--- src/rtl/mips_pkg.sv ---
// rtl/mips_pkg.sv - shared types and constants for the instruction memory loader
package mips_pkg;

    typedef enum logic [2:0] {
        ST_IDLE     = 3'd0,
        ST_LOAD     = 3'd1,
        ST_WRITE    = 3'd2,
        ST_DONE     = 3'd3,
        ST_OVERFLOW = 3'd4
    } loader_state_t;

    localparam logic [31:0] HALT_WORD_DEFAULT = 32'hFFFF_FFFF;

    function automatic int bytes_per_word(input int size, input int byte_w);
        return size / byte_w;
    endfunction

endpackage

--- src/rtl/byte_word_assembler.sv ---
// rtl/byte_word_assembler.sv - packs input beats into words, flags the completed word
module byte_word_assembler
    import mips_pkg::*;
#(
    parameter int SIZE       = 32,
    parameter int BYTE_W     = 8,
    parameter bit BIG_ENDIAN = 1'b1
) (
    input  logic              i_clk_write,
    input  logic              i_rst,
    input  logic              clear,
    input  logic              accept,
    input  logic [BYTE_W-1:0] byte_in,
    output logic [SIZE-1:0]   word,
    output logic              word_last,
    output logic              word_valid
);

    localparam int BPW   = bytes_per_word(SIZE, BYTE_W);
    localparam int CNT_W = $clog2(BPW + 1);

    logic [CNT_W-1:0] byte_cnt;
    logic [SIZE-1:0]  next_word;

    generate
        if (SIZE == BYTE_W) begin : g_single
            assign next_word = byte_in;
        end else if (BIG_ENDIAN) begin : g_big
            assign next_word = {word[SIZE-BYTE_W-1:0], byte_in};
        end else begin : g_little
            assign next_word = {byte_in, word[SIZE-1:BYTE_W]};
        end
    endgenerate

    assign word_last = accept && (byte_cnt == CNT_W'(BPW - 1));

    // word_valid is high in the cycle after the final beat, aligned with the loader's WRITE state
    always_ff @(posedge i_clk_write or posedge i_rst) begin
        if (i_rst) begin
            word       <= '0;
            byte_cnt   <= '0;
            word_valid <= 1'b0;
        end else if (clear) begin
            word       <= '0;
            byte_cnt   <= '0;
            word_valid <= 1'b0;
        end else begin
            word_valid <= word_last;
            if (accept) begin
                word     <= next_word;
                byte_cnt <= word_last ? '0 : byte_cnt + CNT_W'(1);
            end
        end
    end

endmodule

--- src/rtl/instr_mem_loader.sv ---
// rtl/instr_mem_loader.sv - boot/debug byte-stream loader with instruction memory and read ports
module instr_mem_loader
    import mips_pkg::*;
#(
    parameter int              SIZE            = 32,
    parameter int              BYTE_W          = 8,
    parameter int              MAX_INSTRUCTION = 64,
    parameter int              ADDR_WIDTH      = $clog2(MAX_INSTRUCTION),
    parameter bit              BIG_ENDIAN      = 1'b1,
    parameter logic [SIZE-1:0] HALT_WORD       = SIZE'(HALT_WORD_DEFAULT)
) (
    input  logic                  i_clk_write,
    input  logic                  i_rst,
    input  logic                  i_start,
    input  logic                  i_byte_valid,
    input  logic [BYTE_W-1:0]     i_byte,
    output logic                  o_byte_ready,
    input  logic [ADDR_WIDTH-1:0] i_pc_addr,
    output logic [SIZE-1:0]       o_instruction,
    input  logic [ADDR_WIDTH-1:0] i_dbg_addr,
    output logic [SIZE-1:0]       o_dbg_data,
    output logic                  o_loading,
    output logic                  o_done,
    output logic                  o_overflow,
    output logic [ADDR_WIDTH:0]   o_word_count
);

    generate
        if ((SIZE % BYTE_W) != 0) begin : g_bad_size
            $error("instr_mem_loader: SIZE must be a multiple of BYTE_W");
        end
    endgenerate

    loader_state_t         state, next_state;
    logic [SIZE-1:0]       mem [MAX_INSTRUCTION];
    logic [SIZE-1:0]       word;
    logic [ADDR_WIDTH-1:0] wr_ptr;
    logic                  accept, word_last, word_valid, mem_we;
    logic                  halt_hit, at_last;
    logic                  pc_in_range, dbg_in_range;

    // i_start wins over a byte offered in the same cycle, even while already loading
    assign accept   = i_byte_valid && o_byte_ready && !i_start;
    assign halt_hit = (word == HALT_WORD);
    assign at_last  = (wr_ptr == ADDR_WIDTH'(MAX_INSTRUCTION - 1));

    byte_word_assembler #(
        .SIZE       (SIZE),
        .BYTE_W     (BYTE_W),
        .BIG_ENDIAN (BIG_ENDIAN)
    ) u_assembler (
        .i_clk_write (i_clk_write),
        .i_rst       (i_rst),
        .clear       (i_start),
        .accept      (accept),
        .byte_in     (i_byte),
        .word        (word),
        .word_last   (word_last),
        .word_valid  (word_valid)
    );

    always_ff @(posedge i_clk_write or posedge i_rst) begin
        if (i_rst) state <= ST_IDLE;
        else       state <= next_state;
    end

    always_comb begin
        next_state = state;
        if (i_start) begin
            next_state = ST_LOAD;
        end else begin
            case (state)
                ST_LOAD:  if (word_last) next_state = ST_WRITE;
                ST_WRITE: begin
                    if (halt_hit)     next_state = ST_DONE;
                    else if (at_last) next_state = ST_OVERFLOW;
                    else              next_state = ST_LOAD;
                end
                default:  next_state = state;
            endcase
        end
    end

    always_comb begin
        o_byte_ready = (state == ST_LOAD);
        o_loading    = (state == ST_LOAD) || (state == ST_WRITE);
        o_done       = (state == ST_DONE);
        o_overflow   = (state == ST_OVERFLOW);
        mem_we       = (state == ST_WRITE) && word_valid && !i_start;
    end

    always_ff @(posedge i_clk_write or posedge i_rst) begin
        if (i_rst) begin
            wr_ptr       <= '0;
            o_word_count <= '0;
        end else if (i_start) begin
            wr_ptr       <= '0;
            o_word_count <= '0;
        end else if (mem_we) begin
            o_word_count <= o_word_count + (ADDR_WIDTH+1)'(1);
            if (!halt_hit && !at_last) wr_ptr <= wr_ptr + ADDR_WIDTH'(1);
        end
    end

    always_ff @(posedge i_clk_write or posedge i_rst) begin
        if (i_rst) begin
            for (int i = 0; i < MAX_INSTRUCTION; i++) mem[i] <= '0;
        end else if (mem_we) begin
            mem[wr_ptr] <= word;
        end
    end

    // Range guard only matters when the depth leaves unused address codes
    generate
        if ((2 ** ADDR_WIDTH) > MAX_INSTRUCTION) begin : g_partial_depth
            assign pc_in_range  = ({1'b0, i_pc_addr}  < (ADDR_WIDTH+1)'(MAX_INSTRUCTION));
            assign dbg_in_range = ({1'b0, i_dbg_addr} < (ADDR_WIDTH+1)'(MAX_INSTRUCTION));
        end else begin : g_full_depth
            assign pc_in_range  = 1'b1;
            assign dbg_in_range = 1'b1;
        end
    endgenerate

    assign o_instruction = (pc_in_range && !o_loading) ? mem[i_pc_addr] : '0;
    assign o_dbg_data    = dbg_in_range ? mem[i_dbg_addr] : '0;

endmodule

--- config.mk ---
export PLATFORM = sky130hd
export DESIGN_NAME = instr_mem_loader
export DESIGN_NICKNAME = d
export VERILOG_FILES = /design/src/rtl/mips_pkg.sv /design/src/rtl/byte_word_assembler.sv /design/src/rtl/instr_mem_loader.sv
export SDC_FILE = /design/constraint.sdc
export NUM_CORES = 2
export LEC_CHECK = 0
export BUFFER_PORTS_ARGS = -buffer_cell sky130_fd_sc_hd__buf_2
export CORE_ASPECT_RATIO = 0.7
export CORE_MARGIN = 1
export CORE_UTILIZATION = 45
export DETAILED_ROUTE_END_ITERATION = 10
export GPL_ROUTABILITY_DRIVEN = 0
export HOLD_SLACK_MARGIN = 0.08
export REMOVE_ABC_BUFFERS = 1
export SYNTH_ARGS = -nofsm -noshare
export SYNTH_HDL_FRONTEND = slang
export SYNTH_HIERARCHICAL = 1
export SYNTH_SLANG_ARGS = --single-unit
--- constraint.sdc ---
create_clock -name i_clk_write -period 85.5 [get_ports i_clk_write]
set_clock_uncertainty 0.05 [all_clocks]
set_input_delay 8.55 -clock i_clk_write [delete_from_list [all_inputs] [get_ports i_clk_write]]
set_output_delay 8.55 -clock i_clk_write [all_outputs]
set_load 0.03 [all_outputs]
==> flow_summary.json <==
{
  "timing.critical_path.buf_inv": 6,
  "drt_iter0_markers": 8316,
  "p_sw_frac": 0.2388,
  "cts_buffers": 217,
  "crit_slowest_cell": "buf_4",
  "cts.sink_count": 2100,
  "die_y_um": 418.3,
  "cp_max_fo": 39,
  "cts_root_buf": "clkbuf_16",
  "worst_pin_slew_ns": 1.406,
  "first_global_vias": 71060,
  "status": "finished, final reports clean",
  "firstDrtPassIters": 6,
  "clock_latency_ns": 0.88,
  "grt_pass1_wl_um": 565700,
  "dp_cells": 9806,
  "die-area_um2": 249600,
  "combPwrFrac": 0.054,
  "wire_per_inst_um": 38.79,
  "crit_path_max_incr_delay_ns": 0.76,
  "p_per_area_nw_per_um2": 17.23,
  "fin_cells": 10200,
  "synth_cell_types": 59,
  "std_cell_rows": 152,
  "worstPathRequired_ns": 76.90,
  "fin_crit_ns": 22.22,
  "wl_um": 395600,
  "antenna_found_initial": 35,
  "synthArstFlopShare": 1.000,
  "ant_nets": 0,
  "path_clk_slew_ns": 0.06,
  "seqPwrFrac": 0.472,
  "grt_overflow": 0,
  "ctsResizeCount": 0,
  "vias_per_cell": 6.862,
  "clk_path_buf_depth": 4,
  "cpMostUsedCell": "buf_4",
  "drive_gt1_frac": 0.5807,
  "port_buffers": 98,
  "htree_num_levels": 4,
  "fmax_mhz": 45.00,
  "cp-end-kind": "output pin",
  "maxCapViolations": 0,
  "place_hpwl_um": 233700,
  "setup_viol": 0,
  "post_cts_buffers": 0,
  "min_path_type": "reg -> reg",
  "grt.total_usage": 0.3205,
  "ys_ff_latch": 2100,
  "rsz0062_at_grt": "no",
  "ioPinCount": 99,
  "slew_violations": 0,
  "hold_buffers": 0,
  "synth_seq_area_share": 0.4717,
  "area_delta_synth_final_pct": 9.720,
  "maxSlewHeadroom": 0.06064,
  "crit_family": "buffers and inverters",
  "cts_tree": "yes",
  "post-route-drc-count": 0,
  "grt_max_degree": 167,
  "synth_area_um2": 111400,
  "yosysWarnings": 6,
  "arrival_ns": 13.62,
  "crit_chain": "buf_8 > buf_4 > buf_4 > buf_4 > buf_4 > mux4_2 > mux4_2 > a22o_1 > a221o_1 > buf_2",
  "vias": 69990,
  "design_area_um2": 122200,
  "synth_edf_count": 0,
  "tns_ns": 0,
  "power_switching_uw": 502.9,
  "initial_utilization": 0.4534,
  "final_nets": 6741,
  "irDropWorstVdd_v": 0.00001518,
  "syn_inst": 6942,
  "crit_type": "in -> out",
  "die_w_um": 596.7,
  "whs_ns": 0.4087,
  "p_int_uw": 1603,
  "synth_area_per_cell_um2": 16.05,
  "critPathLaunchType": "input port",
  "finalHoldViolCount": 0,
  "clockPowerShare": 0.473,
  "p_leak_uw": 0.05540,
  "postPlaceCellArea_um2": 114900,
  "timing.final.crit_share": 0.2599,
  "coreArea_um2": 245700,
  "synthFlopType": "dfrtp_1"
}
-- flip-flops by register name, summed over array words and instances, names as in the netlist --
| name | flops |
|---|---|
| u_assembler/byte_cnt | 3 |
| o_word_count | 7 |
| state | 3 |
| wr_ptr | 6 |
| u_assembler/word | 32 |
| u_assembler/word_valid | 1 |
| mem | 2048 |
-- cell families after synthesis --
logic type	after synthesis	share of synthesized area
AOI/OAI and AO/OA	295	0.01817
and+or+nand+nor	361	0.01612
adders and majority gates	3	0.0003370
DFF	2100	0.4717
xor gates and xnor gates	11	0.0008648
buffers and inverters	777	0.03251
muxes	3395	0.4603
-- cell usage in the layout (no fill, tap or decap), types with 8 or more instances in the layout --
cell          n
dfrtp_1    2071
mux2_2     2041
mux4_2     1175
clkbuf_16   221
buf_4       211
mux2i_1     145
nor2_1       96
a22oi_1      89
buf_2        89
nand2_1      70
o22ai_1      53
clkbuf_8     52
clkbuf_1     50
nor2_4       43
a21oi_1      37
mux2_1       34
clkinv_2     34
dfrtp_2      29
o21ai_0      28
o211ai_1     26
bufinv_16    21
nor2b_1      18
nand3_1      17
nand2_4      16
a211oi_1     16
nand4_1      16
buf_12       14
nand2b_1     13
a221oi_1     12
nor3_1        9
diode_2       8
nor3b_1       8
-- power groups by stage --
stage               Sequential (uW)  Clock (uW)  Combinational (uW)
floorplan                      1020           0                45.1
finish                          994         997                 115
detailed placement             1010           0                 116
global placement               1010           0                 115
global route                    994        1050                 121
CTS                             994        1010                 116
-- path summary, 6_finish.rpt --
| check | from | cells after the start | slack [ns] | endpoint |
|---|---|---|---|---|
| max in group asynchronous | i_rst | 5 | 74.45 | mem[1262]$_DFFE_PP0P_ |
| min in group asynchronous | i_rst | 2 | 7.77 | o_word_count[1]$_DFFE_PP0P_ |
| hold / removal | u_assembler/byte_cnt[2]$_DFFE_PP0P_ | 1 | 0.41 | u_assembler/word_valid$_DFF_PP0_ |
| setup / recovery | i_pc_addr[0] | 10 | 63.28 | o_instruction[1] |
| setup reg to reg | state[2]$_DFFE_PP0P_ | 6 | 80.72 | mem[1173]$_DFFE_PP0P_ |
| hold reg to reg | u_assembler/byte_cnt[2]$_DFFE_PP0P_ | 1 | 0.41 | u_assembler/word_valid$_DFF_PP0_ |
-- layer usage --
layer / GRT usage / up-vias / routed length (um)
met2: 0.4581 / 3569 / 169500
met1: 0.4733 / 39010 / 170300
met3: 0.08556 / 740 / 40110
met5: 0 / - / 179
met4: 0.1077 / 26 / 15520
li1: - / 26640 / -
-- final cells by class --
type	count	area [um^2]
Antenna cell	8	20.02
Sequential cell	2100	52590
Clock buffer	321	6406
Clock inverter	64	873.3
Multi-Input combinational cell	4065	55740
Inverter	8	37.54
Fill cell	20580	123500
Tap cell	3311	4143
Timing Repair Buffer	322	2427
-- synth_stat cells, types with 8 or more instances --
cell type | instances | share of area
dfrtp_1 | 2100 | 0.47
mux2_2 | 2041 | 0.21
mux4_2 | 1175 | 0.24
clkbuf_1 | 348 | 0.012
buf_2 | 326 | 0.015
mux2i_1 | 145 | 0.013
nor2_1 | 141 | 0.0048
a22oi_1 | 89 | 0.0060
nand2_1 | 86 | 0.0029
o22ai_1 | 53 | 0.0030
buf_4 | 50 | 0.0034
a21oi_1 | 37 | 0.0017
mux2_1 | 34 | 0.0034
buf_1 | 33 | 0.0011
o21ai_0 | 30 | 0.0013
o211ai_1 | 26 | 0.0018
nor2b_1 | 22 | 0.0012
nand3_1 | 17 | 0.00076
a211oi_1 | 16 | 0.0011
nand4_1 | 16 | 0.00090
nand2b_1 | 14 | 0.00079
a221oi_1 | 12 | 0.00094
nor3_1 | 10 | 0.00045
nor3b_1 | 9 | 0.00061
buf_6 | 8 | 0.00081
-- through the flow --
step	worst slack, ns	util	power (uW)
2_1_floorplan	18.60	-	1064
3_3_place_gp	63.14	0.4677	1128
3_5_place_dp	63.16	0.4678	1128
4_1_cts	63.16	0.4974	2119
5_1_grt	62.87	0.4974	2164
6_report	63.28	0.4975	2106
No activity file was read; power rests on OpenSTA's default activity.
